--- src/rtl/oka_103bit_seq_ctrl_pkg.sv ---
// Shared constants, state encoding and operand-split helpers for the
// sequential 103-bit overlap-free Karatsuba controller.
package oka_pkg;

    localparam int OKA_N = 103;          // operand width in coefficients
    localparam int OKA_H = 52;           // half width, (N+1)/2
    localparam int OKA_W = 2*OKA_N - 1;  // full product width
    localparam int OKA_P = 2*OKA_H - 1;  // half-product width

    typedef enum logic [2:0] {
        IDLE = 3'd0,
        M1   = 3'd1,
        M2   = 3'd2,
        M3   = 3'd3,
        DONE = 3'd4
    } oka_seq_state_t;

    // Even-index coefficients: e[i] = v[2i].
    function automatic logic [OKA_H-1:0] even_half(input logic [OKA_N-1:0] v);
        logic [OKA_H-1:0] r;
        r = '0;
        for (int i = 0; i < OKA_H; i++) r[i] = v[2*i];
        return r;
    endfunction

    // Odd-index coefficients: o[i] = v[2i+1]; the top slot has no source bit.
    function automatic logic [OKA_H-1:0] odd_half(input logic [OKA_N-1:0] v);
        logic [OKA_H-1:0] r;
        r = '0;
        for (int i = 0; i < OKA_H-1; i++) r[i] = v[2*i+1];
        return r;
    endfunction

endpackage

--- src/rtl/oka_103bit_seq_ctrl_if.sv ---
// Operand/result handshake bundle between the issue logic (master)
// and the sequential Karatsuba controller (slave).
interface oka_103bit_seq_ctrl_if;

    logic                       in_valid;
    logic                       in_ready;
    logic [oka_pkg::OKA_N-1:0]  in_a;
    logic [oka_pkg::OKA_N-1:0]  in_b;
    logic                       out_valid;
    logic                       out_ready;
    logic [oka_pkg::OKA_W-1:0]  out_y;

    modport master (
        output in_valid, in_a, in_b, out_ready,
        input  in_ready, out_valid, out_y
    );

    modport slave (
        input  in_valid, in_a, in_b, out_ready,
        output in_ready, out_valid, out_y
    );

endinterface

--- src/rtl/oka_103bit_seq_ctrl_recombine.sv ---
// Interleaves the three half products back into the 205-bit result:
//   even bit 2i   = P1[i] ^ P2[i-1]
//   odd  bit 2i+1 = P3[i] ^ P1[i] ^ P2[i]
module oka_103bit_recombine
    import oka_pkg::*;
(
    input  logic [OKA_P-1:0] p1_i,
    input  logic [OKA_P-1:0] p2_i,
    input  logic [OKA_P-1:0] p3_i,
    output logic [OKA_W-1:0] y_o
);

    // Top coefficients of P2 and P3 have no destination bit: P2 never
    // reaches degree 102 and P3[102] always equals P1[102].
    logic unused_top;
    assign unused_top = p2_i[OKA_P-1] ^ p3_i[OKA_P-1];

    // Combinational interleave of the even and odd result coefficients.
    always_comb begin
        // NOTE: default every output bit first so no path leaves y_o unassigned (no latch).
        y_o    = '0;
        y_o[0] = p1_i[0];
        for (int i = 1; i < OKA_N; i++) begin
            y_o[2*i] = p1_i[i] ^ p2_i[i-1];
        end
        for (int i = 0; i < OKA_N-1; i++) begin
            y_o[2*i+1] = p3_i[i] ^ p1_i[i] ^ p2_i[i];
        end
    end

endmodule

--- src/rtl/oka_103bit_seq_ctrl.sv ---
// Sequential 103-bit GF(2) multiplier controller: drives one shared 52-bit
// multiplier with the even, odd and even^odd halves over three cycles and
// recombines the partial products into a 205-bit result.
module oka_103bit_seq_ctrl
    import oka_pkg::*;
#(
    parameter int N = OKA_N,
    parameter int H = OKA_H
)
(
    input  logic                  clk,
    input  logic                  rst_n,
    oka_103bit_seq_ctrl_if.slave  bus,
    output logic [H-1:0]          mul_a,
    output logic [H-1:0]          mul_b,
    input  logic [2*H-2:0]        mul_y,
    output logic                  busy
);

    localparam logic [2:0] S_IDLE = IDLE;
    localparam logic [2:0] S_M1   = M1;
    localparam logic [2:0] S_M2   = M2;
    localparam logic [2:0] S_M3   = M3;
    localparam logic [2:0] S_DONE = DONE;

    logic [2:0]       state_q, state_d;
    logic [N-1:0]     a_q, b_q;
    logic [2*H-2:0]   p1_q, p2_q;
    logic [2*N-2:0]   y_q;
    logic [2*N-2:0]   recomb_y;
    logic [H-1:0]     ae, ao, be, bo;

    assign ae = even_half(a_q);
    assign ao = odd_half(a_q);
    assign be = even_half(b_q);
    assign bo = odd_half(b_q);

    assign bus.in_ready  = (state_q == S_IDLE);
    assign bus.out_valid = (state_q == S_DONE);
    assign bus.out_y     = y_q;
    assign busy          = (state_q != S_IDLE);

    oka_103bit_recombine u_recombine (
        .p1_i (p1_q),
        .p2_i (p2_q),
        .p3_i (mul_y),
        .y_o  (recomb_y)
    );

    // Next-state logic: fixed M1-M2-M3 walk, handshakes gate IDLE and DONE.
    always_comb begin
        state_d = state_q;
        case (state_q)
            S_IDLE:  if (bus.in_valid)  state_d = S_M1;
            S_M1:    state_d = S_M2;
            S_M2:    state_d = S_M3;
            S_M3:    state_d = S_DONE;
            S_DONE:  if (bus.out_ready) state_d = S_IDLE;
            default: state_d = S_IDLE;
        endcase
    end

    // Multiplier operands decoded from the state; zero outside M1-M3.
    always_comb begin
        mul_a = '0;
        mul_b = '0;
        case (state_q)
            S_M1: begin mul_a = ae;      mul_b = be;      end
            S_M2: begin mul_a = ao;      mul_b = bo;      end
            S_M3: begin mul_a = ae ^ ao; mul_b = be ^ bo; end
            default: ;
        endcase
    end

    // State, operand capture, partial-product capture and result load.
    always_ff @(posedge clk) begin
        if (!rst_n) begin
            // NOTE: datapath registers are cleared too, so no stale operand or result survives a reset.
            state_q <= S_IDLE;
            a_q     <= '0;
            b_q     <= '0;
            p1_q    <= '0;
            p2_q    <= '0;
            y_q     <= '0;
        end else begin
            // NOTE: non-blocking updates so every register samples pre-edge values.
            state_q <= state_d;
            if (state_q == S_IDLE && bus.in_valid) begin
                a_q <= bus.in_a;
                b_q <= bus.in_b;
            end
            if (state_q == S_M1) p1_q <= mul_y;
            if (state_q == S_M2) p2_q <= mul_y;
            if (state_q == S_M3) y_q  <= recomb_y;
        end
    end

endmodule

--- src/flat_wrapper.sv ---
// flat-port wrapper written by rule: the top's interface ports become plain ports
module oka_103bit_seq_ctrl_flat import oka_pkg::*;
#(
    parameter int N = OKA_N,
    parameter int H = OKA_H
)
  (clk, rst_n, mul_a, mul_b, mul_y, busy, bus_in_valid, bus_in_a, bus_in_b, bus_out_ready, bus_in_ready, bus_out_valid, bus_out_y);
  oka_103bit_seq_ctrl_if bus_i ();
  input  logic clk;
  input  logic rst_n;
  output logic [H-1:0] mul_a;
  output logic [H-1:0] mul_b;
  input  logic [2*H-2:0] mul_y;
  output logic busy;
  input wire logic [$bits(bus_i.in_valid)-1:0] bus_in_valid;
  input wire logic [$bits(bus_i.in_a)-1:0] bus_in_a;
  input wire logic [$bits(bus_i.in_b)-1:0] bus_in_b;
  input wire logic [$bits(bus_i.out_ready)-1:0] bus_out_ready;
  output wire logic [$bits(bus_i.in_ready)-1:0] bus_in_ready;
  output wire logic [$bits(bus_i.out_valid)-1:0] bus_out_valid;
  output wire logic [$bits(bus_i.out_y)-1:0] bus_out_y;
  assign bus_i.in_valid = bus_in_valid;
  assign bus_i.in_a = bus_in_a;
  assign bus_i.in_b = bus_in_b;
  assign bus_i.out_ready = bus_out_ready;
  assign bus_in_ready = bus_i.in_ready;
  assign bus_out_valid = bus_i.out_valid;
  assign bus_out_y = bus_i.out_y;
  oka_103bit_seq_ctrl #(.N(N), .H(H)) u_core (.clk(clk), .rst_n(rst_n), .bus(bus_i), .mul_a(mul_a), .mul_b(mul_b), .mul_y(mul_y), .busy(busy));
endmodule
--- config.mk ---
export PLATFORM = sky130hd
export DESIGN_NAME = oka_103bit_seq_ctrl_flat
export DESIGN_NICKNAME = d
export VERILOG_FILES = /design/src/rtl/oka_103bit_seq_ctrl_pkg.sv /design/src/rtl/oka_103bit_seq_ctrl_if.sv /design/src/rtl/oka_103bit_seq_ctrl_recombine.sv /design/src/rtl/oka_103bit_seq_ctrl.sv /design/src/flat_wrapper.sv
export SDC_FILE = /design/constraint.sdc
export NUM_CORES = 2
export LEC_CHECK = 0
export ABC_AREA = 1
export CORE_UTILIZATION = 35
export CTS_CLUSTER_DIAMETER = 40
export DETAILED_ROUTE_END_ITERATION = 7
export PLACE_DENSITY_LB_ADDON = 0.08
export SYNTH_ARGS = -nofsm -noshare
export SYNTH_HDL_FRONTEND = slang
export SYNTH_SLANG_ARGS = --single-unit
--- constraint.sdc ---
create_clock -name clk -period 1.75 [get_ports clk]
set_input_delay 0.35 -clock clk [delete_from_list [all_inputs] [get_ports clk]]
set_output_delay 0.35 -clock clk [all_outputs]
set_load 0.02 [all_outputs]
== Yosys cells after proc, flatten, opt, wreduce, memory -nomap -nowiden ==
Index checks and enable logic that the tools add are counted.

* Output and inout bits: 312
* Flip-flop bits (word level): 619
* Logic and storage cells: 329
* Input bits: 313

* Bitwise gates (word level): 308
* Reduce and logical (&&, ||, !) cells: 4
* Mux-type cells: 5
* Eq/ne operators: 6

{| class="wikitable"
|+ Operators with widths
! operator !! number
|-
| $pmux 52 s3 || 2
|-
| $xor 1x1->1 || 306
|-
| $xor 52x51->52 || 2
|-
| $pmux 3 s5 || 1
|-
| $eq 3x2->1 const B || 2
|-
| $mux 3 || 2
|-
| $ne 2x2->1 const B || 2
|-
| $eq 3x1->1 const B || 1
|-
| $eq 3x3->1 const B || 1
|-
| $logic_not 3->1 || 1
|-
| $reduce_bool 3->1 || 1
|-
| $reduce_and 2->1 || 1
|-
| $logic_and 1x1->1 || 1
|}

== Depth between registers and ports, before layout ==
* Depth after elaboration: 3
* Gate-level depth with buffers: 8
* Depth with buffers taken out: 6

== Hierarchy ==
Synthesis repeated with hierarchy kept, for this count alone.

* Cells, all modules: 5851
* Area, all modules: 34007.6 um^2

{| class="wikitable"
|+ Modules (own cells, without submodules)
! module !! area an instance (um^2) !! seq. area each (um^2) !! instances !! cells each
|-
| oka_103bit_seq_ctrl || 29280.6 || 12411.9 || 1 || 4830
|-
| oka_103bit_recombine || 4727.0 || 0.0 || 1 || 1021
|}

== Worst setup path before layout ==
No wires, ideal clock.

* Path kind: register to output
* Start point: register u_core.state_q[1]
* End point: output mul_a[10]
* Cell stages (with the launch flop): 8
* Required time: 1.400 ns
* Buffers on the path: 3
* Path slack: 0.130 ns
* Arrival: 1.270 ns
* Cells stage by stage: dfxtp_1 -> buf_2 -> nand3_4 -> clkbuf_1 -> buf_2 -> o21ai_1 -> nand2_1 -> nand2_1

* Cells in the longest elaborated chain, start to end: 2
* Elaborated cells on any way between the ends: 4
* Those cells by class: eq/ne (3); mux (1)

{| class="wikitable"
|+ Ends and longest elaborated chain
! element !! RTL line !! RTL
|-
| start: declaration || oka_103bit_seq_ctrl.sv:26 || <nowiki>logic [2:0] state_q, state_d;</nowiki>
|-
| start signal: assignment || oka_103bit_seq_ctrl.sv:87 || <nowiki>state_q <= state_d;</nowiki>
|-
| $eq 3x2->1 / $eq 3x1->1 (equally long branches) || oka_103bit_seq_ctrl.sv:67 || <nowiki>case (state_q)</nowiki>
|-
| $pmux 52 s3 * || oka_103bit_seq_ctrl.sv:67 ||
|-
| end: declaration || flat_wrapper.sv:11 || <nowiki>output logic [H-1:0] mul_a;</nowiki>
|}

Every way passes the cells marked *; elsewhere a longest branch is shown, timed or not.

== Worst setup path after layout ==
* Start point: register u_core.state_q[2]
* End point: output mul_a[42]

The elaborated chain is that of the path after synthesis.

==> results.ini <==
[floorplan]
die_y_um=289
ios=625
num_rows=104
die_area_mm2=0.0836
dieWidth_um=289
core-area_mm2=0.0811
initial_utilization=0.356

[routing]
wire_per_inst_um=16.7
drc=4
vias_per_cell=4.71
maxUsedRoutingLayer=met5
ant_nets=0
initialDrtViolationCount=1528
drt_pass1_iterations=8
dr_wl_met2_um=51700
wl_met3_um=7170
num_vias=30000
finalWirelength_um=107000
drt-met1-wl_um=45000

[cts]
clock_latency_ps=670
cts_tree=done
path_clk_slew_ps=50
cts_inserted_buffers=113
clkSinkCount=619
clk_path_buf_depth=3
cts-root-buf=clkbuf_16
cts_max_level=3

[place]
port_buffers=624
pre_cts_ws_ps=-502
post-dp-hpwl_um=68800
gp_congestion=0.864

[timing]
final-setup-viol-count=459
fin_crit_ps=2380
finalWorstSetupSlack_ps=-632
rsz0062_at_grt=true
fmax_mhz=420
worst_slew_pin_slew_ps=612
layout_worst_path_cycle_share=1.36
drv_slew=0
hold_viol_final=0
hold_ws_ps=263
slew_headroom=0.592
skew_ps=22.2

[min_path]
hp-start=bus_in_a[5]
hold_end=u_core.a_q[5]
holdCritPathClass=primary input to flop
worstHoldPathCells=3

[yosys]
synth_xor_area_frac=0.000303
synth_compound_gate_area_share=0.166
yosysUniqueCellTypes=20
synthMuxAreaShare=0
syn_inst=4530
yosys.area_share.adder=0
ys_warn_count=0
synth_top_family_by_area=simple AND/OR/NAND/NOR gates
synth_area_per_cell_um2=6.37
ys_ff_latch=619
synth_area_mm2=0.0289
synth_simple_gate_area_frac=0.294
ys_seq_area_frac=0.429
syn_nets=4843

[worst_setup_path]
cp.required_ps=1400
worst_path_max_delay_cell=dfxtp_4
reg2reg_slack_ps=-220
arrival_ps=2030
slowest_delay_ps=360
crit_chain=inv_4, nand3_4, buf_12, buf_12, buf_16, o21ai_2, nand2_1, nand2_2, buf_6
path_buf_inv=5
cp_common_cell=buf_12
endpoint_kind=output pin
path_class=flop to output pin
cp-start-kind=flop
worst-path-max-fanout=8
r2r_end=u_core.bus.out_y[60]
rr_worst_depth=10
critPathTopFamily=buffers and inverters
r2r-start=u_core.state_q[2]

[grt]
antenna_found_initial=21
grt_pass1_wl_um=156000
grt_max_degree=131
first_global_vias=28200
grt.total_usage=0.235
gr-total-overflow=0

[cells_and_area]
areaGrowthSynthToFinish_pct=50.6
n_fill_cell=7938
mostFrequentLayoutCell=nand2_1
drive_above_1_share=0.119
final_nets=5534
final_cell_mix=nand2_1, nor2_1, dfxtp_1, inv_1, clkdlybuf4s50_1

[outcome]
violations=DRC, setup timing
status=complete, but fails checks

[power]
powerDensity_mw_per_mm2=1080
leakagePower_nw=21.3
ir_drop_uv=877

[job]
drv_cap=0

[timing repair]
action,in CTS,in global routing
hold endpoints to repair,4,0
setup endpoints to repair,579,611
hold buffers,1,0
resized for setup,632,226
buffers inserted,21,17
cloned,11,29
pin swaps,13,35
[logic make-up (layout without fill, tap and decap cells)]
group | after synthesis | count (layout)
AOI/OAI and AO/OA | 904 | 904
xor gates and xnor gates | 1 | 1
buffers and inverters | 803 | 1587
DFF | 619 | 619
other | 0 | 9
and+or+nand+nor | 2203 | 2203
[Yosys cell counts, drive strengths merged]
cell type | count | area (um2)
o21ai | 494 | 2470
buf | 144 | 732
dfxtp | 619 | 12400
o211ai | 103 | 773
clkbuf | 103 | 387
a21oi | 307 | 1540
nand2 | 1163 | 4370
nor2 | 898 | 3380
inv | 556 | 2090
nand3 | 141 | 723
xor2 | 1 | 8.76
nor3 | 1 | 5.00
[worst max-delay path by stage]
stage | to | depth (start not counted) | startpoint
global route | mul_a[40] | 9 | u_core.state_q[2]
global placement | mul_b[15] | 6 | u_core.state_q[1]
detailed placement | mul_b[22] | 5 | u_core.state_q[1]
CTS | mul_a[42] | 9 | u_core.state_q[2]
floorplan | mul_a[10] | 7 | u_core.state_q[1]
finish | mul_a[42] | 9 | u_core.state_q[2]
[metrics by stage]
step | total power [W] | instances | cell area [um2] | setup TNS (ps) | utilization
floorplan | 0.0202 | 4530 | 28900 | 0 | -
finish | 0.0471 | 6383 | 43500 | -101390 | 0.536
global placement | 0.0235 | 6092 | 37100 | -78500 | 0.457
CTS | 0.0471 | 6333 | 42100 | -174960 | 0.519
global route | 0.0492 | 6381 | 43500 | -149800 | 0.536
detailed placement | 0.0235 | 6092 | 37100 | -84540 | 0.457
[worst register-to-register path, cell delays in order (launching register included)]
cell	delay, ps
dfxtp_4	360
inv_4	80
nand3_4	90
buf_12	160
buf_12	150
buf_12	170
buf_16	190
buf_4	180
buf_4	210
a21oi_1	200
nor2_1	70
[power by group]
group	total, W	switching (W)	internal, W
Sequential	0.0161	0.000861	0.0153
Combinational	0.00789	0.00440	0.00349
Clock	0.0230	0.00768	0.0153
Total	0.0471	0.0129	0.0341
[layer usage]
| layer | track usage | vias up |
|---|---|---|
| met5 | 0 | - |
| met4 | 0.0764 | 24 |
| met2 | 0.401 | 693 |
| met1 | 0.281 | 13600 |
| met3 | 0.0695 | 166 |
| li1 | - | 15600 |
[layout make-up]
cell class / instances / area, um2 / area share
clock buffer: 153 / 3220 / 0.0741
antenna: 9 / 22.5 / 0.000518
timing repair inverter: 4 / 101 / 0.00233
clock inverter: 55 / 816 / 0.0188
tap: 1060 / 1330 / 0.0305
multi-input combinational: 3108 / 13700 / 0.316
timing repair buffer: 819 / 9690 / 0.223
sequential: 619 / 12400 / 0.285
inverter: 556 / 2140 / 0.0493
[state kept, by name, summed over array words and instances, names as in the netlist]
signal	flops
u_core.b_q	103
u_core.bus.out_y	205
u_core.a_q	103
u_core.p1_q	103
u_core.p2_q	102
u_core.state_q	3
No activity file was read; power rests on OpenSTA's default activity.
